File: src/rtl/axi_rd_pkg.sv
// Shared types and constants for the AXI read-channel arbiter.
package axi_rd_pkg;

  typedef enum logic [1:0] {
    StIdle = 2'd0,
    StAr   = 2'd1,
    StR    = 2'd2
  } rd_state_e;

  localparam logic       ICACHE_PORT   = 1'b0;
  localparam logic       DCACHE_PORT   = 1'b1;
  localparam logic [2:0] AXI_SIZE_WORD = 3'd2;

endpackage

File: src/rtl/rd_arb_grant.sv
// Combinational 2-way grant select; RR_ARB_EN selects round-robin, else D-cache fixed priority.
module rd_arb_grant
  import axi_rd_pkg::*;
(
  input  logic [1:0] req_i,
  input  logic       last_grant_i,
  output logic       grant_o,
  output logic       valid_o
);

  assign valid_o = |req_i;

`ifdef RR_ARB_EN
  always_comb begin
    grant_o = ICACHE_PORT;
    if (req_i[DCACHE_PORT] && req_i[ICACHE_PORT]) begin
      // On contention the port that did not win last time goes first.
      grant_o = ~last_grant_i;
    end else if (req_i[DCACHE_PORT]) begin
      grant_o = DCACHE_PORT;
    end
  end
`else
  logic unused_last_grant;
  assign unused_last_grant = last_grant_i;
  assign grant_o = req_i[DCACHE_PORT] ? DCACHE_PORT : ICACHE_PORT;
`endif

endmodule

File: src/rtl/axi_rd_arbiter.sv
// Two-master AXI read arbiter, one outstanding burst, with RLAST/RID checking.
// Optional round-robin arbitration under RR_ARB_EN (default: port 1 fixed priority).
module axi_rd_arbiter
  import axi_rd_pkg::*;
#(
  parameter int unsigned ADDR_W = 32,
  parameter int unsigned DATA_W = 32,
  parameter int unsigned LEN_W  = 4
) (
  input  logic                clk,
  input  logic                reset,
  input  logic [2*ADDR_W-1:0] s_araddr,
  input  logic [2*LEN_W-1:0]  s_arlen,
  input  logic [1:0]          s_arvalid,
  output logic [1:0]          s_arready,
  output logic [2*DATA_W-1:0] s_rdata,
  output logic [1:0]          s_rvalid,
  output logic [1:0]          s_rlast,
  input  logic [1:0]          s_rready,
  output logic [3:0]          m_arid,
  output logic [ADDR_W-1:0]   m_araddr,
  output logic [LEN_W-1:0]    m_arlen,
  output logic [2:0]          m_arsize,
  output logic                m_arvalid,
  input  logic                m_arready,
  input  logic [3:0]          m_rid,
  input  logic [DATA_W-1:0]   m_rdata,
  input  logic                m_rvalid,
  input  logic                m_rlast,
  output logic                m_rready,
  output logic                err
);

  rd_state_e         state_q, state_d;
  logic              grant_q, grant_d;
  logic [ADDR_W-1:0] araddr_q, araddr_d;
  logic [LEN_W-1:0]  arlen_q, arlen_d;
  logic [LEN_W:0]    beat_cnt_q, beat_cnt_d;
  logic              err_q, err_d;
  logic              arb_grant, arb_valid, arb_last;
  logic [2:0]        unused_rid;

  assign unused_rid = m_rid[3:1];

  rd_arb_grant u_grant (
    .req_i        (s_arvalid),
    .last_grant_i (arb_last),
    .grant_o      (arb_grant),
    .valid_o      (arb_valid)
  );

`ifdef RR_ARB_EN
  logic last_grant_q;
  always_ff @(posedge clk) begin
    if (reset) begin
      last_grant_q <= 1'b0;
    end else if (state_q == StIdle && arb_valid) begin
      last_grant_q <= arb_grant;
    end
  end
  assign arb_last = last_grant_q;
`else
  assign arb_last = 1'b0;
`endif

  always_comb begin
    state_d    = state_q;
    grant_d    = grant_q;
    araddr_d   = araddr_q;
    arlen_d    = arlen_q;
    beat_cnt_d = beat_cnt_q;
    err_d      = err_q;
    s_arready  = '0;
    s_rvalid   = '0;
    s_rlast    = '0;
    m_arvalid  = 1'b0;
    m_rready   = 1'b0;
    unique case (state_q)
      StIdle: begin
        if (arb_valid) begin
          grant_d    = arb_grant;
          araddr_d   = arb_grant ? s_araddr[2*ADDR_W-1:ADDR_W] : s_araddr[ADDR_W-1:0];
          arlen_d    = arb_grant ? s_arlen[2*LEN_W-1:LEN_W] : s_arlen[LEN_W-1:0];
          beat_cnt_d = '0;
          state_d    = StAr;
          // Ack is combinational; suppress it while reset holds the FSM.
          s_arready[arb_grant] = ~reset;
        end
      end
      StAr: begin
        m_arvalid = 1'b1;
        if (m_arready) state_d = StR;
      end
      StR: begin
        m_rready          = s_rready[grant_q];
        s_rvalid[grant_q] = m_rvalid;
        s_rlast[grant_q]  = m_rlast;
        if (m_rvalid && m_rready) begin
          if (beat_cnt_q != '1) beat_cnt_d = beat_cnt_q + 1'b1;
          if (m_rid[0] != grant_q) err_d = 1'b1;
          if (m_rlast) begin
            // beat_cnt counts beats before this one, so a correct burst ends at arlen.
            if (beat_cnt_q != {1'b0, arlen_q}) err_d = 1'b1;
            state_d = StIdle;
          end
        end
      end
      default: state_d = StIdle;
    endcase
  end

  always_ff @(posedge clk) begin
    if (reset) begin
      state_q    <= StIdle;
      grant_q    <= 1'b0;
      araddr_q   <= '0;
      arlen_q    <= '0;
      beat_cnt_q <= '0;
      err_q      <= 1'b0;
    end else begin
      state_q    <= state_d;
      grant_q    <= grant_d;
      araddr_q   <= araddr_d;
      arlen_q    <= arlen_d;
      beat_cnt_q <= beat_cnt_d;
      err_q      <= err_d;
    end
  end

  assign m_arid   = {3'b000, grant_q};
  assign m_araddr = araddr_q;
  assign m_arlen  = arlen_q;
  assign m_arsize = AXI_SIZE_WORD;
  assign s_rdata  = {2{m_rdata}};
  assign err      = err_q;

endmodule

File: config.mk
export PLATFORM = sky130hd
export DESIGN_NAME = axi_rd_arbiter
export DESIGN_NICKNAME = d
export VERILOG_FILES = /design/src/rtl/axi_rd_pkg.sv /design/src/rtl/rd_arb_grant.sv /design/src/rtl/axi_rd_arbiter.sv
export SDC_FILE = /design/constraint.sdc
export NUM_CORES = 1
export LEC_CHECK = 0
export CORE_UTILIZATION = 29
export CTS_CLUSTER_DIAMETER = 50
export DETAILED_ROUTE_END_ITERATION = 6
export PLACE_DENSITY = 0.85
export RECOVER_POWER = 25
export SLEW_MARGIN = 20
export SYNTH_ARGS = -nofsm -noshare
export SYNTH_HDL_FRONTEND = slang
export SYNTH_HIERARCHICAL = 1
export SYNTH_SLANG_ARGS = --single-unit
File: constraint.sdc
create_clock -name clk -period 1.8 [get_ports clk]
set_clock_uncertainty 0.1 [all_clocks]
set_input_delay 0.36 -clock clk [delete_from_list [all_inputs] [get_ports clk]]
set_output_delay 0.36 -clock clk [all_outputs]
set_load 0.01 [all_outputs]
==> impl_metrics.env, run 1 <==
export IMPL_status="finished clean"
export IMPL_synth_mux_area_frac=0.1440
export IMPL_dp_hpwl_mm=5.097
export IMPL_whs_ns=0.3599
export IMPL_cts_sinks=45
export IMPL_min_delay_worst_endpoint="m_araddr[25]"
export IMPL_dp_slack_ns=-0.6785
export IMPL_drv_cap=0
export IMPL_crit_fanout=3
export IMPL_peakVddDrop_v=0.0003648
export IMPL_mostFrequentLayoutCell="clkdlybuf4s50_1"
export IMPL_setup_slack_ns=0.01138
export IMPL_synth_top_area_share=0.3457
export IMPL_antenna_found_initial=0
export IMPL_synth_cell_type_count=36
export IMPL_yosysWarnings=6
export IMPL_power_leakage_nw=1.612
export IMPL_grt_first_pass_wirelength_mm=10.96
export IMPL_ys_seq_area_frac=0.3457
export IMPL_clock_insertion_delay_worst_skew_ns=0.29
export IMPL_grtUsageTotal=0.1434
export IMPL_synth_main_ff_cell="dfxtp_1"
export IMPL_syn_to_final_growth_pct=49.16
export IMPL_dieArea_mm2=0.009370
export IMPL_nNetsFinal=508
export IMPL_clock_tree_buffer_depth=2
export IMPL_cp_arrival_ns=1.90
export IMPL_relSlewSlack=0.5940
export IMPL_crit_required_ns=1.91
export IMPL_yosys_area_share_xor_xnor=0.01680
export IMPL_cts_htree_levels=2
export IMPL_io_pins=233
export IMPL_p_per_area_mw_per_mm2=710.8
export IMPL_rsz0062_at_grt="true"
export IMPL_worst_r2r_cell_count=7
export IMPL_die_height_um=96.80
export IMPL_hold_path_class="reg -> reg"
export IMPL_post_dp_cell_area_mm2=0.003637
export IMPL_clk_pin_slew_ns=0.09
export IMPL_routed_wl_mm=6.700
export IMPL_wl_per_cell_um=13.45
export IMPL_initial_core_util=0.2989
export IMPL_viasPerCell=4.566
export IMPL_cts_tree="yes"
export IMPL_timing_rr_end="beat_cnt_q[0]"
export IMPL_synthAdderAreaFrac=0.009602
export IMPL_yosys_top_cells_area="dfxtp_1, buf_4, mux2i_1, o21ai_0, nand2_1"
export IMPL_synth_simple_area_share=0.1296
export IMPL_row_count=34
export IMPL_whs_path_depth=2
export IMPL_period_needed_ns=1.789
export IMPL_hold_viol_final=0
export IMPL_num_fill_cells=792
export IMPL_grt_pass1_vias=2361
export IMPL_synth_cells=305
export IMPL_antenna_cells=0
export IMPL_gp_congestion=0.8285
export IMPL_port_buffers=127
export IMPL_vias=2274
export IMPL_layout_drive_gt1_share=0.1974
export IMPL_p_total_w=0.002763
export IMPL_antenna_left=0
export IMPL_synth_compound_area_frac=0.1162
export IMPL_firstDrtPassIters=4
export IMPL_numCtsBuffers=5
export IMPL_syn_mean_instance_area_um2=8.545
export IMPL_tightest_slew_ns=0.6090
export IMPL_min_from="m_araddr[25]"
export IMPL_grt_overflow=0
export IMPL_root_buffer="clkbuf_8"
export IMPL_core_mm2=0.008721
export IMPL_reg2reg_setup_slack_ns=0.01
export IMPL_r2r_start="beat_cnt_q[0]"
export IMPL_startpoint_type="flop"
export IMPL_fmax_mhz=559.1
export IMPL_layout_common_cells="clkdlybuf4s50_1, nand2_1, dfxtp_1, mux2i_1, o21ai_0"
export IMPL_design_area_mm2=0.003887
export IMPL_ys_ff_latch=45
export IMPL_synth_top_family_by_area="buffers and inverters"
export IMPL_end_kind="flop"
export IMPL_setup_viol=0
export IMPL_syn_area_mm2=0.002606
export IMPL_drc=0
export IMPL_fin_crit_sh=0.9937
export IMPL_fin_util=0.4458
export IMPL_critPathKind="reg -> reg"
export IMPL_async_flop_share=0
export IMPL_die_w_um=96.80
export IMPL_slew_viol_final=0
export IMPL_drt_iter0_drc=97
export IMPL_synth_largest_area_cell="dfxtp_1"
export IMPL_grt_max_degree=37
export IMPL_synth_edff_count=0
cells by family after synthesis:
family	Yosys count
buf+inv	88
simple gates	73
compound gates	53
flops	45
mux	37
xor+xnor	5
fa+ha+maj	2
other cells	2
cell usage after synthesis (3+ instances only):
| library cell | n |
|---|---|
| dfxtp_1 | 45 |
| clkbuf_1 | 3 |
| buf_2 | 9 |
| inv_1 | 3 |
| nor2_1 | 7 |
| o21ai_0 | 35 |
| o21ai_1 | 3 |
| xnor2_1 | 3 |
| a31oi_1 | 6 |
| nand2_1 | 41 |
| buf_4 | 72 |
| nand3_1 | 10 |
| mux2i_1 | 36 |
metal layers:
| metal | track usage | vias to the layer above | routed length [um] | part of all wire |
|---|---|---|---|---|
| li1 | - | 1115 | - | - |
| met1 | 0.1502 | 1038 | 2617 | 0.39 |
| met2 | 0.2508 | 95 | 3395 | 0.51 |
| met3 | 0.04480 | 26 | 437 | 0.065 |
| met4 | 0.08496 | 0 | 249 | 0.037 |
| met5 | 0 | - | 0 | 0 |
layout make-up:
cell class              count  area (um^2)  area share
repair buffers            158         1520      0.3911
multi-input cells         176         1199      0.3083
clock inverters             2        38.79    0.009977
flip-flops and latches     45        910.9      0.2343
well taps                 108        135.1     0.03476
clock buffers               6        72.57     0.01867
inverters                   3        11.26    0.002897
power breakdown:
part / total, W / leakage (nW) / internal (W) / switching (W)
Sequential: 0.00116 / 0.373 / 0.00110 / 0.0000612
Clock: 0.000769 / 0.0554 / 0.000417 / 0.000352
Combinational: 0.000835 / 1.18 / 0.000497 / 0.000338
registers in the layout (all words and copies together) (netlist names):
register	flops
beat_cnt_q	5
err	1
grant_q	1
m_araddr	32
m_arlen	4
state_q	2
how the worst max path moves through the flow:
| stage | start | end | slack [ns] | cells after the start |
|---|---|---|---|---|
| floorplan | beat_cnt_q[0] | beat_cnt_q[0] | 0.006 | 7 |
| global placement | s_arvalid[0] | s_arready[1] | -0.66 | 6 |
| detailed placement | s_arvalid[0] | s_arready[0] | -0.68 | 6 |
| CTS | state_q[1] | s_rlast[1] | 0.004 | 4 |
| global route | beat_cnt_q[0] | beat_cnt_q[0] | -0.06 | 7 |
| finish | beat_cnt_q[0] | beat_cnt_q[0] | 0.01 | 7 |
critical path, cell delays in order, from the launching register on:
cell	delay, ns
dfxtp_2	0.34
ha_4	0.15
and3_4	0.15
ha_4	0.15
and3b_2	0.25
nand2_2	0.06
or3_1	0.31
a31oi_1	0.19
timing repair:
item | CTS | global route
pin swaps | 7 | 6
setup endpoints to repair | 10 | 14
gates resized for setup | 40 | 23
buffers inserted | 6 | 0
hold buffers | 0 | 0
through the flow:
| step | cells | TNS (ns) |
|---|---|---|
| after global placement | 484 | -9.152 |
| after detailed placement | 484 | -10.33 |
| after CTS | 498 | 0 |
| after global routing | 498 | -0.06262 |
| after floorplan | 309 | 0 |
| final | 498 | 0 |
Note: power is estimated with default switching activity, not from simulation.
==> run 2, diff against run 1 <==
Settings changed: CELL_PAD_IN_SITES_DETAIL_PLACEMENT set to 0, CELL_PAD_IN_SITES_GLOBAL_PLACEMENT set to 1, CORE_UTILIZATION 29 to 19, PLACE_DENSITY 0.85 to 0.84.
==> impl_metrics.env, run 2 (synthesis gave the netlist of run 1 again) <==
export IMPL_cp_arrival_ns=1.29
export IMPL_power_leakage_nw=1.592
export IMPL_dieArea_mm2=0.01419
export IMPL_max_stage_delay_ns=0.58
export IMPL_largest_reg_flops=32
export IMPL_routed_wl_mm=7.179
export IMPL_min_delay_worst_endpoint="m_araddr[6]"
export IMPL_whs_path_depth=2
export IMPL_crit_required_ns=1.34
export IMPL_antenna_cells=0
export IMPL_dp_cells=553
export IMPL_clock_insertion_delay_worst_skew_ns=0.28
export IMPL_cts_sinks=45
export IMPL_mostFrequentLayoutCell="clkdlybuf4s50_1"
export IMPL_num_fill_cells=1377
export IMPL_row_count=42
export IMPL_root_buffer="clkbuf_16"
export IMPL_clkPwrFrac=0.355
export IMPL_path_delay_family="buffers and inverters"
export IMPL_peakVddDrop_v=0.0004519
export IMPL_switching_share=0.2574
export IMPL_io_pins=233
export IMPL_grt_pass1_vias=2290
export IMPL_wl_per_cell_um=12.73
export IMPL_cts_htree_levels=2
export IMPL_worst_path_buf_inv=1
export IMPL_p_total_w=0.003054
export IMPL_gp_congestion=0.7075
export IMPL_syn_to_final_growth_pct=51.51
export IMPL_fin_crit_sh=0.9705
export IMPL_initial_core_util=0.1960
export IMPL_dp_slack_ns=-0.7173
export IMPL_numCtsBuffers=5
export IMPL_setup_slack_ns=0.05306
export IMPL_end_kind="output port"
export IMPL_grtUsageTotal=0.09893
export IMPL_port_buffers=127
export IMPL_nNetsFinal=506
export IMPL_fin_cells=564
export IMPL_core_mm2=0.01330
export IMPL_grt_overflow=0
export IMPL_p_int_w=0.002268
export IMPL_layout_common_cells="clkdlybuf4s50_1, dfxtp_1, nand2_1, mux2i_1, o21ai_0"
export IMPL_p_sw_w=0.0007862
export IMPL_grt_first_pass_wirelength_mm=11.13
export IMPL_layout_drive_gt1_share=0.1727
export IMPL_rsz0062_at_grt="false"
export IMPL_r2r_start="beat_cnt_q[1]"
export IMPL_power_frac_seq=0.379
export IMPL_critPathKind="reg -> out"
export IMPL_die_height_um=119.1
export IMPL_worstSetupStartpoint="m_arlen[0]"
export IMPL_crit_fanout=3
export IMPL_crit_chain="clkdlybuf4s50_1"
export IMPL_firstDrtPassIters=4
export IMPL_clock_tree_buffer_depth=2
export IMPL_viasPerCell=3.922
export IMPL_slowest_stage="clkdlybuf4s50_1"
export IMPL_slew_viol_final=0
export IMPL_hold_path_class="reg -> reg"
export IMPL_dp_hpwl_mm=5.605
export IMPL_vias=2212
export IMPL_startpoint_type="flop"
export IMPL_reg2reg_setup_slack_ns=0.06
export IMPL_drv_cap=0
export IMPL_min_from="m_araddr[6]"
export IMPL_power_frac_comb=0.266
export IMPL_status="finished clean"
export IMPL_whs_ns=0.3510
export IMPL_die_w_um=119.1
export IMPL_setup_viol=0
export IMPL_antenna_found_initial=0
export IMPL_grt_max_degree=30
export IMPL_drt_iter0_drc=56
export IMPL_worst_r2r_cell_count=7
export IMPL_cts_tree="yes"
export IMPL_timing_rr_end="beat_cnt_q[0]"
export IMPL_fmax_mhz=572.4
export IMPL_hold_viol_final=0
export IMPL_antenna_left=0
export IMPL_period_needed_ns=1.747
export IMPL_p_per_area_mw_per_mm2=773.3
export IMPL_clk_pin_slew_ns=0.07
export IMPL_drc=0
[run 2: worst max-delay path by stage]
stage | to | cells after the start | slack, ns
finish | m_arlen[0] | 1 | 0.05
detailed placement | s_arready[0] | 7 | -0.72
floorplan | beat_cnt_q[0] | 7 | 0.006
global route | beat_cnt_q[0] | 7 | 0.0004
CTS | beat_cnt_q[0] | 7 | 0.002
global placement | s_arready[0] | 7 | -0.72
[run 2: what timing repair did]
action,4_1_cts,5_1_grt
hold buffers,0,0
resized for setup,30,21
hold endpoints to repair,0,0
setup buffers,3,1
pin swaps,4,3
endpoints found under the setup margin,10,12
[run 2: layer usage]
metal | vias up | part of all wire | global-route usage
met5 | - | 0 | 0
met4 | 0 | 0.011 | 0.04035
met3 | 10 | 0.054 | 0.02107
met2 | 72 | 0.55 | 0.1930
met1 | 1017 | 0.38 | 0.1003
li1 | 1113 | - | -
[run 2: power groups by stage]
stage               sequential [W]  clock [W]  combinational [W]
global placement           0.00118          0           0.000798
CTS                        0.00116    0.00113           0.000814
finish                     0.00116    0.00108           0.000811
global route               0.00117    0.00116           0.000873
floorplan                  0.00122          0           0.000404
detailed placement         0.00118          0           0.000811
[run 2: final cells by class]
class	instances	area, um^2	share of cell area
timing repair buffer	156	1460	0.3698
clock buffer	7	142.6	0.03612
inverter	3	11.26	0.002852
multi-input combinational	176	1177	0.2982
tap	176	220.2	0.05577
clock inverter	1	30.03	0.007605
sequential	45	907.1	0.2297
[run 2: through the flow]
| stage | setup TNS [ns] | util | area, um^2 |
|---|---|---|---|
| floorplan | 0 | - | 2625 |
| global placement | -9.083 | 0.2796 | 3717 |
| detailed placement | -10.01 | 0.2796 | 3717 |
| CTS | 0 | 0.2940 | 3909 |
| global route | 0 | 0.2970 | 3949 |
| finish | 0 | 0.2970 | 3949 |
==> run 3, diff against run 2 <==
==> constraint.sdc (replaced) <==
create_clock -name clk -period 1.8 [get_ports clk]
set_clock_uncertainty 0.1 [all_clocks]
set_input_delay 0.36 -clock clk [delete_from_list [all_inputs] [get_ports clk]]
set_output_delay 0.36 -clock clk [all_outputs]
set_load 0.1 [all_outputs]
==> impl_metrics.env, run 3 (synthesis gave the netlist of run 1 again) <==
export IMPL_drc=0
export IMPL_clock_tree_buffer_depth=2
export IMPL_vias=2239
export IMPL_worst_path_buf_inv=2
export IMPL_drt_iter0_drc=50
export IMPL_clk_pin_slew_ns=0.07
export IMPL_cp_arrival_ns=1.34
export IMPL_crit_fanout=4
export IMPL_crit_chain="buf_6, nor2b_4, nand3_4, nor2_4, buf_12"
export IMPL_io_pins=233
export IMPL_cts_htree_levels=2
export IMPL_p_per_area_mw_per_mm2=883.5
export IMPL_peakVddDrop_v=0.0003824
export IMPL_antenna_found_initial=0
export IMPL_slowest_stage="dfxtp_4"
export IMPL_layout_common_cells="clkdlybuf4s50_1, buf_12, dfxtp_1, nand2_1, mux2i_1"
export IMPL_nNetsFinal=504
export IMPL_fmax_mhz=555.0
export IMPL_wl_per_cell_um=13.19
export IMPL_cts_sinks=45
export IMPL_critPathKind="reg -> out"
export IMPL_mostFrequentLayoutCell="clkdlybuf4s50_1"
export IMPL_dp_slack_ns=-0.2918
export IMPL_min_from="m_araddr[29]"
export IMPL_port_buffers=127
export IMPL_violations="negative setup slack"
export IMPL_gp_congestion=0.7021
export IMPL_antenna_cells=0
export IMPL_grtUsageTotal=0.1037
export IMPL_die_w_um=119.1
export IMPL_dp_hpwl_mm=5.709
export IMPL_antenna_left=0
export IMPL_drv_cap=0
export IMPL_crit_required_ns=1.34
export IMPL_grt_max_degree=30
export IMPL_die_height_um=119.1
export IMPL_clock_insertion_delay_worst_skew_ns=0.29
export IMPL_viasPerCell=3.991
export IMPL_status="finished, violations left"
export IMPL_worstSetupStartpoint="state_q[1]"
export IMPL_hold_viol_final=0
export IMPL_setup_viol=1
export IMPL_fin_cells=561
export IMPL_root_buffer="clkbuf_16"
export IMPL_setup_tns_final_ns=-0.001846
export IMPL_numCtsBuffers=5
export IMPL_largest_reg_flops=32
export IMPL_slew_viol_final=0
export IMPL_fin_crit_sh=1.001
export IMPL_syn_to_final_growth_pct=71.58
export IMPL_end_kind="output port"
export IMPL_period_needed_ns=1.802
export IMPL_setup_slack_ns=-0.001846
export IMPL_power_leakage_nw=1.810
export IMPL_dieArea_mm2=0.01419
export IMPL_routed_wl_mm=7.401
export IMPL_rsz0062_at_grt="true"
export IMPL_dp_cells=550
export IMPL_initial_core_util=0.1960
export IMPL_reg2reg_setup_slack_ns=0.05
export IMPL_max_stage_delay_ns=0.35
export IMPL_core_mm2=0.01330
export IMPL_firstDrtPassIters=4
export IMPL_cts_tree="yes"
export IMPL_grt_first_pass_wirelength_mm=11.60
export IMPL_startpoint_type="flop"
export IMPL_grt_overflow=0
export IMPL_row_count=42
export IMPL_grt_pass1_vias=2417
export IMPL_hold_path_class="reg -> reg"
export IMPL_r2r_start="beat_cnt_q[1]"
export IMPL_path_delay_family="simple AND/OR/NAND/NOR gates"
export IMPL_layout_drive_gt1_share=0.2831
==> run 3: cell types whose count changed in the layout (fill, tap and decap cells not counted), moves of 2 or more <==
cell             previous run  this run
buf_4                      29        24
nor2_2                      2         0
dlymetal6s2s_1              0         3
o21ai_0                    33        35
nor2_1                      5         2
buf_12                      1        47
buf_2                       3         1
dlygate4sd2_1               4         1
o21ai_1                     5         3
clkbuf_2                    4         0
nor2_4                      0         5
clkdlybuf4s50_1           114        76
==> run 3: per-layer routing <==
layer  global-route usage  wire length (um)
met1               0.1074              2790
met2               0.1937              4043
met3              0.02443               431
met4              0.05142               135
met5                    0                 0
==> run 3: cell type report <==
type	count	area, um^2
fillers	1331	8823
repair buffers	154	1956
multi-input cells	176	1231
flip-flops and latches	45	910.9
well taps	176	220.2
clock buffers	7	142.6
inverters	3	11.26
==> run 3: where the power goes <==
group          switching [W]  total, W  internal (W)
clock               0.000379  0.000925      0.000546
sequential          0.000116   0.00122       0.00110
combinational        0.00111   0.00181      0.000704
total                0.00160   0.00395       0.00235
==> run 3: repair_timing <==
action / 4_1_cts / 5_1_grt
hold buffers: 0 / 0
buffers inserted: 4 / 1
gates cloned: 0 / 0
pin swaps: 6 / 4
setup endpoints to repair: 9 / 13
resized for setup: 9 / 18
==> run 3: final timing paths <==
check,cells after the start,endpoint
max,5,s_arready[1]
min,2,m_araddr[29]
max reg2reg,8,beat_cnt_q[1]
min reg2reg,2,m_araddr[29]
==> run 3: through the flow <==
| step | instance area, um^2 | hold slack, ns | utilization | power [W] |
|---|---|---|---|---|
| global placement | 4193 | 0.3757 | 0.3154 | 0.003009 |
| CTS | 4387 | 0.3998 | 0.3299 | 0.003998 |
| floorplan | 2669 | 0.3494 | - | 0.002921 |
| global route | 4472 | 0.4138 | 0.3363 | 0.004125 |
| detailed placement | 4193 | 0.3906 | 0.3154 | 0.003032 |
| finish | 4472 | 0.3953 | 0.3363 | 0.003951 |
==> run 3: worst reg2reg max path: stages (launching register included) <==
cell,delay [ns]
dfxtp_2,0.34
ha_4,0.16
and3_4,0.18
ha_4,0.15
and3b_2,0.25
buf_6,0.11
and2_4,0.16
nand3_2,0.07
a31oi_1,0.16
